--- config.mk ---
export PLATFORM = sky130hd
export DESIGN_NAME = prng_burst_ctrl
export DESIGN_NICKNAME = d
export VERILOG_FILES = /design/src/rtl/prng_burst_ctrl.sv
export SDC_FILE = /design/constraint.sdc
export NUM_CORES = 1
export LEC_CHECK = 0
export ABC_AREA = 1
export BUFFER_PORTS_ARGS = -buffer_cell sky130_fd_sc_hd__buf_4
export CAP_MARGIN = 10
export CELL_PAD_IN_SITES_DETAIL_PLACEMENT = 0
export CELL_PAD_IN_SITES_GLOBAL_PLACEMENT = 1
export CORE_MARGIN = 5
export CORE_UTILIZATION = 40
export CTS_CLUSTER_DIAMETER = 200
export DETAILED_ROUTE_END_ITERATION = 8
export PLACE_DENSITY_LB_ADDON = 0.08
export SETUP_SLACK_MARGIN = 0.15
export SLEW_MARGIN = 20
export SYNTH_ARGS = -nofsm -noshare
export SYNTH_HDL_FRONTEND = slang
export SYNTH_SLANG_ARGS = --single-unit
--- constraint.sdc ---
create_clock -name clk -period 1.8 [get_ports clk]
set_clock_uncertainty 0.1 [all_clocks]
set_input_delay 0 -clock clk [delete_from_list [all_inputs] [get_ports clk]]
set_output_delay 0 -clock clk [all_outputs]
set_load 0.01 [all_outputs]
--- src/rtl/prng_burst_ctrl.sv ---
// Galois-LFSR random word generator with burst control FSM.
// Ports: clk/rstn, seed_load/seed_in, get_random/burst_len, rnd_* handshake, busy/done/state.
module prng_burst_ctrl #(
  parameter int                LFSR_W       = 16,
  parameter int                OUT_W        = 8,
  parameter logic [LFSR_W-1:0] TAPS         = 16'hB400,
  parameter logic [LFSR_W-1:0] SEED_DEFAULT = 16'hACE1,
  parameter int                CNT_W        = 4
) (
  input  logic              clk,
  input  logic              rstn,
  input  logic              seed_load,
  input  logic [LFSR_W-1:0] seed_in,
  input  logic              get_random,
  input  logic [CNT_W-1:0]  burst_len,
  input  logic              rnd_ready,
  output logic [OUT_W-1:0]  rnd_data,
  output logic              rnd_valid,
  output logic              busy,
  output logic              done,
  output logic [1:0]        state
);

  localparam int BIT_W = (OUT_W > 2) ? $clog2(OUT_W) : 1;
  localparam logic [BIT_W-1:0] LAST_BIT = BIT_W'(OUT_W - 1);

  typedef enum logic [1:0] {
    S_IDLE    = 2'b00,
    S_SHIFT   = 2'b01,
    S_GATHER  = 2'b10,
    S_PRESENT = 2'b11
  } state_t;

  state_t            r_state;
  logic [LFSR_W-1:0] r_lfsr;
  logic [OUT_W-2:0]  r_sh;
  logic [BIT_W-1:0]  r_bit_cnt;
  logic [CNT_W-1:0]  r_word_cnt;
  logic [OUT_W-1:0]  r_data;
  logic              r_valid;
  logic              r_done;

  state_t            w_state_nxt;
  logic [LFSR_W-1:0] w_lfsr_nxt;
  logic [OUT_W-2:0]  w_sh_nxt;
  logic [BIT_W-1:0]  w_bit_nxt;
  logic [CNT_W-1:0]  w_word_nxt;
  logic [OUT_W-1:0]  w_data_nxt;
  logic              w_valid_nxt;
  logic              w_done_nxt;

  logic [LFSR_W-1:0] w_step;
  logic [LFSR_W-1:0] w_seed;
  logic [OUT_W-1:0]  w_sh_cat;

  assign w_step   = r_lfsr[0] ? ((r_lfsr >> 1) ^ TAPS)
                              : (r_lfsr >> 1);
  // An all-zero seed would lock the LFSR; substitute the default.
  assign w_seed   = (seed_in == '0) ? SEED_DEFAULT : seed_in;
  // Oldest gathered bit ends up in the MSB.
  assign w_sh_cat = {r_sh, r_lfsr[0]};

  always_comb begin
    w_state_nxt = r_state;
    w_lfsr_nxt  = r_lfsr;
    w_sh_nxt    = r_sh;
    w_bit_nxt   = r_bit_cnt;
    w_word_nxt  = r_word_cnt;
    w_data_nxt  = r_data;
    w_valid_nxt = r_valid;
    w_done_nxt  = 1'b0;
    if (seed_load) begin
      w_lfsr_nxt  = w_seed;
      w_valid_nxt = 1'b0;
      w_state_nxt = S_SHIFT;
    end else begin
      case (r_state)
        S_IDLE: begin
          if (get_random) begin
            w_state_nxt = S_GATHER;
            w_word_nxt  = burst_len;
            w_bit_nxt   = '0;
          end else begin
            w_state_nxt = S_SHIFT;
          end
        end
        S_SHIFT: begin
          w_lfsr_nxt = w_step;
          if (get_random) begin
            w_state_nxt = S_GATHER;
            w_word_nxt  = burst_len;
            w_bit_nxt   = '0;
          end
        end
        S_GATHER: begin
          w_lfsr_nxt = w_step;
          w_sh_nxt   = w_sh_cat[OUT_W-2:0];
          if (r_bit_cnt == LAST_BIT) begin
            w_bit_nxt   = '0;
            w_data_nxt  = w_sh_cat;
            w_valid_nxt = 1'b1;
            w_state_nxt = S_PRESENT;
          end else begin
            w_bit_nxt = r_bit_cnt + BIT_W'(1);
          end
        end
        S_PRESENT: begin
          w_lfsr_nxt = w_step;
          if (r_valid && rnd_ready) begin
            w_valid_nxt = 1'b0;
            if (r_word_cnt == '0) begin
              w_done_nxt  = 1'b1;
              w_state_nxt = S_SHIFT;
            end else begin
              w_word_nxt  = r_word_cnt - CNT_W'(1);
              w_bit_nxt   = '0;
              w_state_nxt = S_GATHER;
            end
          end
        end
        default: w_state_nxt = S_IDLE;
      endcase
    end
  end

  always_ff @(posedge clk or negedge rstn) begin
    if (!rstn) begin
      r_state    <= S_IDLE;
      r_lfsr     <= SEED_DEFAULT;
      r_sh       <= '0;
      r_bit_cnt  <= '0;
      r_word_cnt <= '0;
      r_data     <= '0;
      r_valid    <= 1'b0;
      r_done     <= 1'b0;
    end else begin
      r_state    <= w_state_nxt;
      r_lfsr     <= w_lfsr_nxt;
      r_sh       <= w_sh_nxt;
      r_bit_cnt  <= w_bit_nxt;
      r_word_cnt <= w_word_nxt;
      r_data     <= w_data_nxt;
      r_valid    <= w_valid_nxt;
      r_done     <= w_done_nxt;
    end
  end

  assign rnd_data  = r_data;
  assign rnd_valid = r_valid;
  assign done      = r_done;
  assign state     = r_state;
  assign busy      = (r_state == S_GATHER) ||
                     (r_state == S_PRESENT);

endmodule

==> results_dict.tcl, run 1 <==
set metrics [dict create \
    initial_core_util_pct 41.38 \
    finalCriticalPeriod_ns 1.500 \
    grt_pass1_wl_um 8542 \
    syn_nets 294 \
    slew_headroom_pct 63.81 \
    portBuffers 37 \
    grtUsageTotal_pct 15.06 \
    std_cell_rows 26 \
    dieArea_um2 6876 \
    crit_type "reg2reg" \
    drt-wirelength-per-cell_um 12.48 \
    status "complete, no violations" \
    drtIter0Drc 75 \
    fmax_mhz 666.6 \
    ant_nets 0 \
    htree_num_levels 2 \
    place_congestion 0.7839 \
    pre_cts_ws_ns 0.2499 \
    synth_seq_cells 42 \
    synth_compound_area_share_pct 12.65 \
    antenna_cells 0 \
    n_fill_cell 530 \
    final_cell_mix "nand2_1, buf_4, dfrtp_1, nor2_1, inv_1" \
    setup_viol 0 \
    hp-class "in2async" \
    ys_warn_count 0 \
    post-cts-setup-buffers 0 \
    cts_buffer_depth 2 \
    drc_errors 0 \
    final_common_cell "nand2_1" \
    drv_cap 0 \
    worstPathRequired_ns 1.89 \
    io-pin-count 38 \
    drive_gt1_share_pct 23.40 \
    wl_um 4981 \
    grt_max_degree 43 \
    worst-r2r-setup-slack_ns 0.30 \
    synth_top_family_by_area "simple AND/OR/NAND/NOR gates" \
    vias 1860 \
    synth-seq-area-share_pct 49.88 \
    rsz0062_at_grt "false" \
    critPathCaptureType "register" \
    max_stage_delay_ns 0.45 \
    multi_input_area_um2 905.9 \
    syn_area_um2 2127 \
    synth-simple-area-share_pct 26.94 \
    worst_slack_ns 0.3000 \
    crit_chain "nand2_2, inv_2, nand2_1, nand2_1, nor2_1, nand2_1, nand2_1, nand2_1" \
    antenna_found_initial 0 \
    numCtsBuffers 5 \
    tightest_slew_ns 0.5429 \
    syn_inst 266 \
    tritoncts "built" \
    path_clk_slew_ns 0.08 \
    die_w_um 82.92 \
    hold_viol 0 \
    yosysUniqueCellTypes 31 \
    syn2layout_area_growth_pct 31.47 \
    grt_pass1_vias 1852 \
    overflow 0 \
    clk_latency_ns 0.29 \
    cp-start-kind "register" \
    slew_violations 0 \
    worst_path_max_delay_cell "dfrtp_1" \
    dp_hpwl_um 3289 \
    synth_mux_area_share_pct 0 \
    cts_root_buf "clkbuf_8" \
    dr.pass1.iters 4 \
    nNetsFinal 356 \
    synthAdderAreaFrac_pct 1.765 \
    fin_crit_sh_pct 83.34 \
    synthXorXnorAreaFrac_pct 1.235 \
    worstReg2RegEnd "r_word_cnt[0]" \
    viasPerCell 4.662 \
    cp_common_cell "nand2_1" \
    power_density_nw_per_um2 1134 \
    r2r_start "state[0]" \
    syn_area_per_cell_um2 7.996 \
    core_area_um2 5140 \
    seqCellArea_um2 1062 \
    fin_tns_setup_ns 0 \
    power_leakage_uw 0.001404 \
    path_max_fanout 10 \
    ir_worst_vdd_v 0.0005554 \
    numClockSinks 42 \
    die_h_um 82.92 \
    worstRegToRegCells 8 \
    critPathArrivalTime_ns 1.59 \
]
==> logic make-up after synthesis <==
group                      count (synthesis)
adders and majority gates                  3
xor gates and xnor gates                   3
DFF                                       42
buffers and inverters                     38
and+or+nand+nor                          135
AOI/OAI and AO/OA                         45
==> synthesized netlist by cell type (all sizes together) <==
| library cell | n | area, µm² |
|---|---|---|
| nor3 | 7 | 35.03 |
| nand2 | 84 | 330.3 |
| o31ai | 1 | 7.510 |
| o21ai | 29 | 175.2 |
| clkbuf | 2 | 7.510 |
| ha | 3 | 37.54 |
| nor2 | 35 | 160.2 |
| buf | 7 | 43.79 |
| or2 | 1 | 6.260 |
| dfrtp | 34 | 850.8 |
| xor2 | 1 | 8.760 |
| dfstp | 8 | 210.2 |
| o211ai | 1 | 7.510 |
| nand3 | 7 | 35.03 |
| a211oi | 2 | 15.01 |
| a22oi | 1 | 7.510 |
| nand4 | 1 | 6.260 |
| xnor2 | 2 | 17.52 |
| inv | 29 | 108.9 |
| a21oi | 10 | 50.05 |
| a31oi | 1 | 6.260 |
==> worst max path at each step <==
stage          startpoint       endpoint  slack, ns  cells after the start
4_1_cts          state[1]    rnd_data[4]       0.24                      7
2_1_floorplan    state[1]    rnd_data[5]       0.42                      8
3_5_place_dp     state[1]    rnd_data[4]       0.25                      7
3_3_place_gp     state[1]    rnd_data[3]       0.27                      7
6_report         state[0]  r_word_cnt[0]       0.30                      8
5_1_grt          state[1]  r_word_cnt[1]       0.16                      7
==> registers in the layout (all words and copies together) (netlist names) <==
signal      count
r_sh            7
rnd_valid       1
r_bit_cnt       3
r_word_cnt      4
rnd_data        8
state           2
r_lfsr         16
done            1
==> report_power, final <==
group          internal (µW)  switching (µW)
Combinational            442             650
Sequential              1260             193
Clock                    310             316
==> through the flow <==
step	hold slack, ns	util [%]	instance area [µm²]	total power, µW	instances
finish	0.1151	54.41	2796	3171	399
global placement	-0.07423	47.93	2464	2531	367
floorplan	-0.3956	-	2127	2200	266
detailed placement	-0.07334	47.93	2464	2529	367
CTS	0.09648	54.38	2795	3211	399
global route	0.1346	54.41	2796	3446	399
==> worst max-delay path, delay by kind of cell (launching register included) <==
family / cells / cell delay [ns]
flip-flops: 1 / 0.45
AND/OR/NAND/NOR: 7 / 0.77
buffers and inverters: 1 / 0.08
==> layer usage <==
metal / track usage [%] / vias up / routed length, µm
met5: 0 / - / 0
met1: 19.15 / 865 / 2305
li1: - / 961 / -
met2: 24.78 / 30 / 2407
met3: 4.257 / 4 / 228
met4: 4.606 / 0 / 39
==> what timing repair did <==
action                                  CTS  global route
endpoints found under the hold margin    63             0
hold buffers                             24             0
gates resized for setup                   0             1
endpoints found under the setup margin    0            11
==> cell type report <==
cell class | count | area share (%)
clock buffer | 7 | 3.087
clock inverter | 1 | 0.1790
inverter | 29 | 3.893
multi-input combinational | 186 | 32.39
sequential | 42 | 37.99
tap | 70 | 3.132
timing repair buffer | 64 | 19.33
(Power assumes the default switching activity.)
==> run 2, diff against run 1 <==
--- a/config.mk
+++ b/config.mk
@@ -5,13 +5,13 @@
 export SDC_FILE = /design/constraint.sdc
 export NUM_CORES = 1
 export LEC_CHECK = 0
-export ABC_AREA = 1
+export ABC_AREA = 0
 export BUFFER_PORTS_ARGS = -buffer_cell sky130_fd_sc_hd__buf_4
 export CAP_MARGIN = 10
 export CELL_PAD_IN_SITES_DETAIL_PLACEMENT = 0
 export CELL_PAD_IN_SITES_GLOBAL_PLACEMENT = 1
 export CORE_MARGIN = 5
-export CORE_UTILIZATION = 40
+export CORE_UTILIZATION = 43
 export CTS_CLUSTER_DIAMETER = 200
 export DETAILED_ROUTE_END_ITERATION = 8
 export PLACE_DENSITY_LB_ADDON = 0.08
==> constraint.sdc (replaced) <==
create_clock -name clk -period 1.5 [get_ports clk]
set_clock_uncertainty 0.1 [all_clocks]
set_input_delay 0 -clock clk [delete_from_list [all_inputs] [get_ports clk]]
set_output_delay 0 -clock clk [all_outputs]
set_load 0.01 [all_outputs]
==> run 2 against run 1 <==
- the flow now finishes with violations (setup timing)
- sequential power rose by 10%
- combinational power rose by 93%
- clock-buffer cell count fell by 2
- clock power rose by 24%
- critical path type unchanged
- highest routed layer unchanged
- first-iteration DRC count fell by 8.0%
- fmax fell by 15%
- largest cell class is now multi-input combinational cells
- critical endpoint is now r_bit_cnt[2]
- register-to-register slack got worse by 0.57 ns
- synthesized cell count fell by 32%
- die area fell by 9.2%
- flip-flop and latch count did not move
- via count fell by 5.4%
==> results_dict.tcl, run 2 <==
set metrics [dict create \
    power_density_nw_per_um2 1354 \
    synth-edff-count 0 \
    vias 1759 \
    numCtsBuffers 5 \
    switching_power_uw 1481 \
    yosysMostFrequentCell "dfrtp_1" \
    pwr-share-clk_pct 17.3 \
    drive_gt1_share_pct 54.55 \
    syn_inst 180 \
    antenna_cells 0 \
    syn_area_per_cell_um2 11.39 \
    io-pin-count 38 \
    synth_area_leader_cell "dfrtp_1" \
    worst_slack_ns -0.2656 \
    critPathArrivalTime_ns 1.85 \
    yosysUniqueCellTypes 37 \
    syn_nets 208 \
    drt-wirelength-per-cell_um 16.32 \
    drtIter0Drc 69 \
    power_leakage_uw 0.001509 \
    largest_register "r_lfsr" \
    cp_top_family "simple AND/OR/NAND/NOR gates" \
    overflow 0 \
    p_int_uw 2989 \
    cts_root_buf "clkbuf_8" \
    synthArstFlopShare_pct 100.0 \
    largest_reg_flops 16 \
    die_w_um 79.04 \
    seqPwrFrac_pct 35.7 \
    yosysTopAreaCellShare_pct 41.51 \
    cts_buffer_depth 2 \
    setup_viol 37 \
    violations "setup timing" \
    fin_tns_setup_ns -2.521 \
    dp_hpwl_um 3513 \
    min_path_cells 3 \
    initial_core_util_pct 43.97 \
    synth_flop_cell "dfrtp_1" \
    r2r_start "r_word_cnt[1]" \
    core_area_um2 4661 \
    nNetsFinal 302 \
    fmax_mhz 566.4 \
    viasPerCell 5.347 \
    syn_area_um2 2049 \
    syn2layout_area_growth_pct 61.05 \
    portBuffers 37 \
    dr.pass1.iters 4 \
    crit_path_start "r_word_cnt[1]" \
    hold_viol 0 \
    wl_um 5370 \
    ys_warn_count 0 \
    drc_errors 0 \
    dieArea_um2 6247 \
    p_comb_share_pct 46.9 \
    timing.hold.ws_ns 0.01651 \
    critPathCaptureType "register" \
    ant_nets 0 \
    place_congestion 0.8128 \
    grt_max_degree 43 \
    ir_worst_vdd_v 0.0009762 \
    worstPathRequired_ns 1.59 \
    status "complete, but fails checks" \
    slew_violations 0 \
    tritoncts "built" \
    grt_pass1_vias 1942 \
    fin_crit_sh_pct 117.7 \
    netSwitchingFraction_pct 33.13 \
    antenna_found_initial 0 \
    worst-path-buf-inv 1 \
    cp.depth 6 \
    path_max_fanout 5 \
    worst_path_max_delay_cell "or4_4" \
    numClockSinks 42 \
    grtUsageTotal_pct 18.53 \
    rsz0062_at_grt "true" \
    worstRegToRegCells 6 \
    ys_top_cells_by_count "dfrtp_1, mux2_2, o21ai_0, nand2_1, nor2_1" \
    slew_headroom_pct 64.54 \
    synth-seq-area-share_pct 51.77 \
    max_stage_delay_ns 0.54 \
    crit_type "reg2reg" \
    crit_chain "inv_2, ha_4, nand2b_4, nor3_4, or4_4, mux2_4" \
    grt_pass1_wl_um 9018 \
    synth_seq_cells 42 \
    drv_cap 0 \
    die_h_um 79.04 \
    hp-class "in2reg" \
    std_cell_rows 25 \
    totalPowerFinal_uw 4470 \
    htree_num_levels 2 \
    clk_latency_ns 0.30 \
    utilization_pct 70.82 \
    hold_start "seed_load" \
    tightest_slew_ns 0.5319 \
    path_clk_slew_ns 0.09 \
    final_cell_mix "buf_4, dfrtp_1, mux2_4, dlygate4sd3_1, buf_6" \
    synth_area_leaders "dfrtp_1, mux2_2, dfstp_2" \
    cp-start-kind "register" \
    final_common_cell "buf_4" \
    finalCriticalPeriod_ns 1.766 \
]
run 2: area by class of cell:
class / instances / area (µm²)
clock inverter: 3 / 25.02
fill: 341 / 1360
sequential: 42 / 1064
tap: 54 / 67.56
timing repair buffer: 99 / 910.9
clock buffer: 5 / 68.82
multi-input combinational: 122 / 1147
inverter: 4 / 17.52
run 2: logic make-up after synthesis:
group	synth area share, %
buf+inv	3.479
mux	17.70
simple gates	12.21
fa+ha+maj	1.832
compound gates	11.72
xor+xnor	1.282
flops	51.77
run 2: repair_timing:
action	4_1_cts	5_1_grt
hold endpoints to repair	65	0
pin swaps	11	14
endpoints found under the setup margin	42	44
resized for setup	34	15
hold buffers	23	0
setup buffers	12	6
cloned	0	0
run 2: per-layer routing:
metal / vias to the layer above / wire (µm) / track usage, %
li1: 832 / - / -
met1: 881 / 2284 / 22.59
met2: 38 / 2761 / 32.15
met3: 8 / 236 / 4.082
met4: 0 / 87 / 6.529
met5: - / 0 / 0
run 2: power by group through the flow:
stage	Clock (µW)	Sequential (µW)	Combinational, µW
CTS	792	1590	1940
global route	857	1620	2270
floorplan	0	1570	1080
detailed placement	0	1600	1560
global placement	0	1580	1520
finish	775	1600	2100
run 2: stage by stage:
step	worst slack (ns)	area (µm²)	instances
finish	-0.2656	3301	329
global route	-0.3237	3301	329
CTS	-0.2699	3198	323
detailed placement	-0.2982	2651	280
global placement	-0.2340	2651	280
floorplan	-0.3248	2225	180
run 2: worst paths after layout:
path | slack, ns | to
setup / recovery | -0.27 | r_bit_cnt[2]
hold / removal | 0.02 | r_word_cnt[0]
setup reg to reg | -0.27 | r_bit_cnt[2]
hold reg to reg | 0.42 | rnd_data[7]
max in group asynchronous | 0.79 | state[0]
min in group asynchronous | 0.12 | r_lfsr[3]
run 2: worst min-delay path: cells and delay by family:
| family | cells | cell delay, ns |
|---|---|---|
| buffers and inverters | 1 | 0.17 |
| AOI/OAI and AO/OA | 2 | 0.21 |
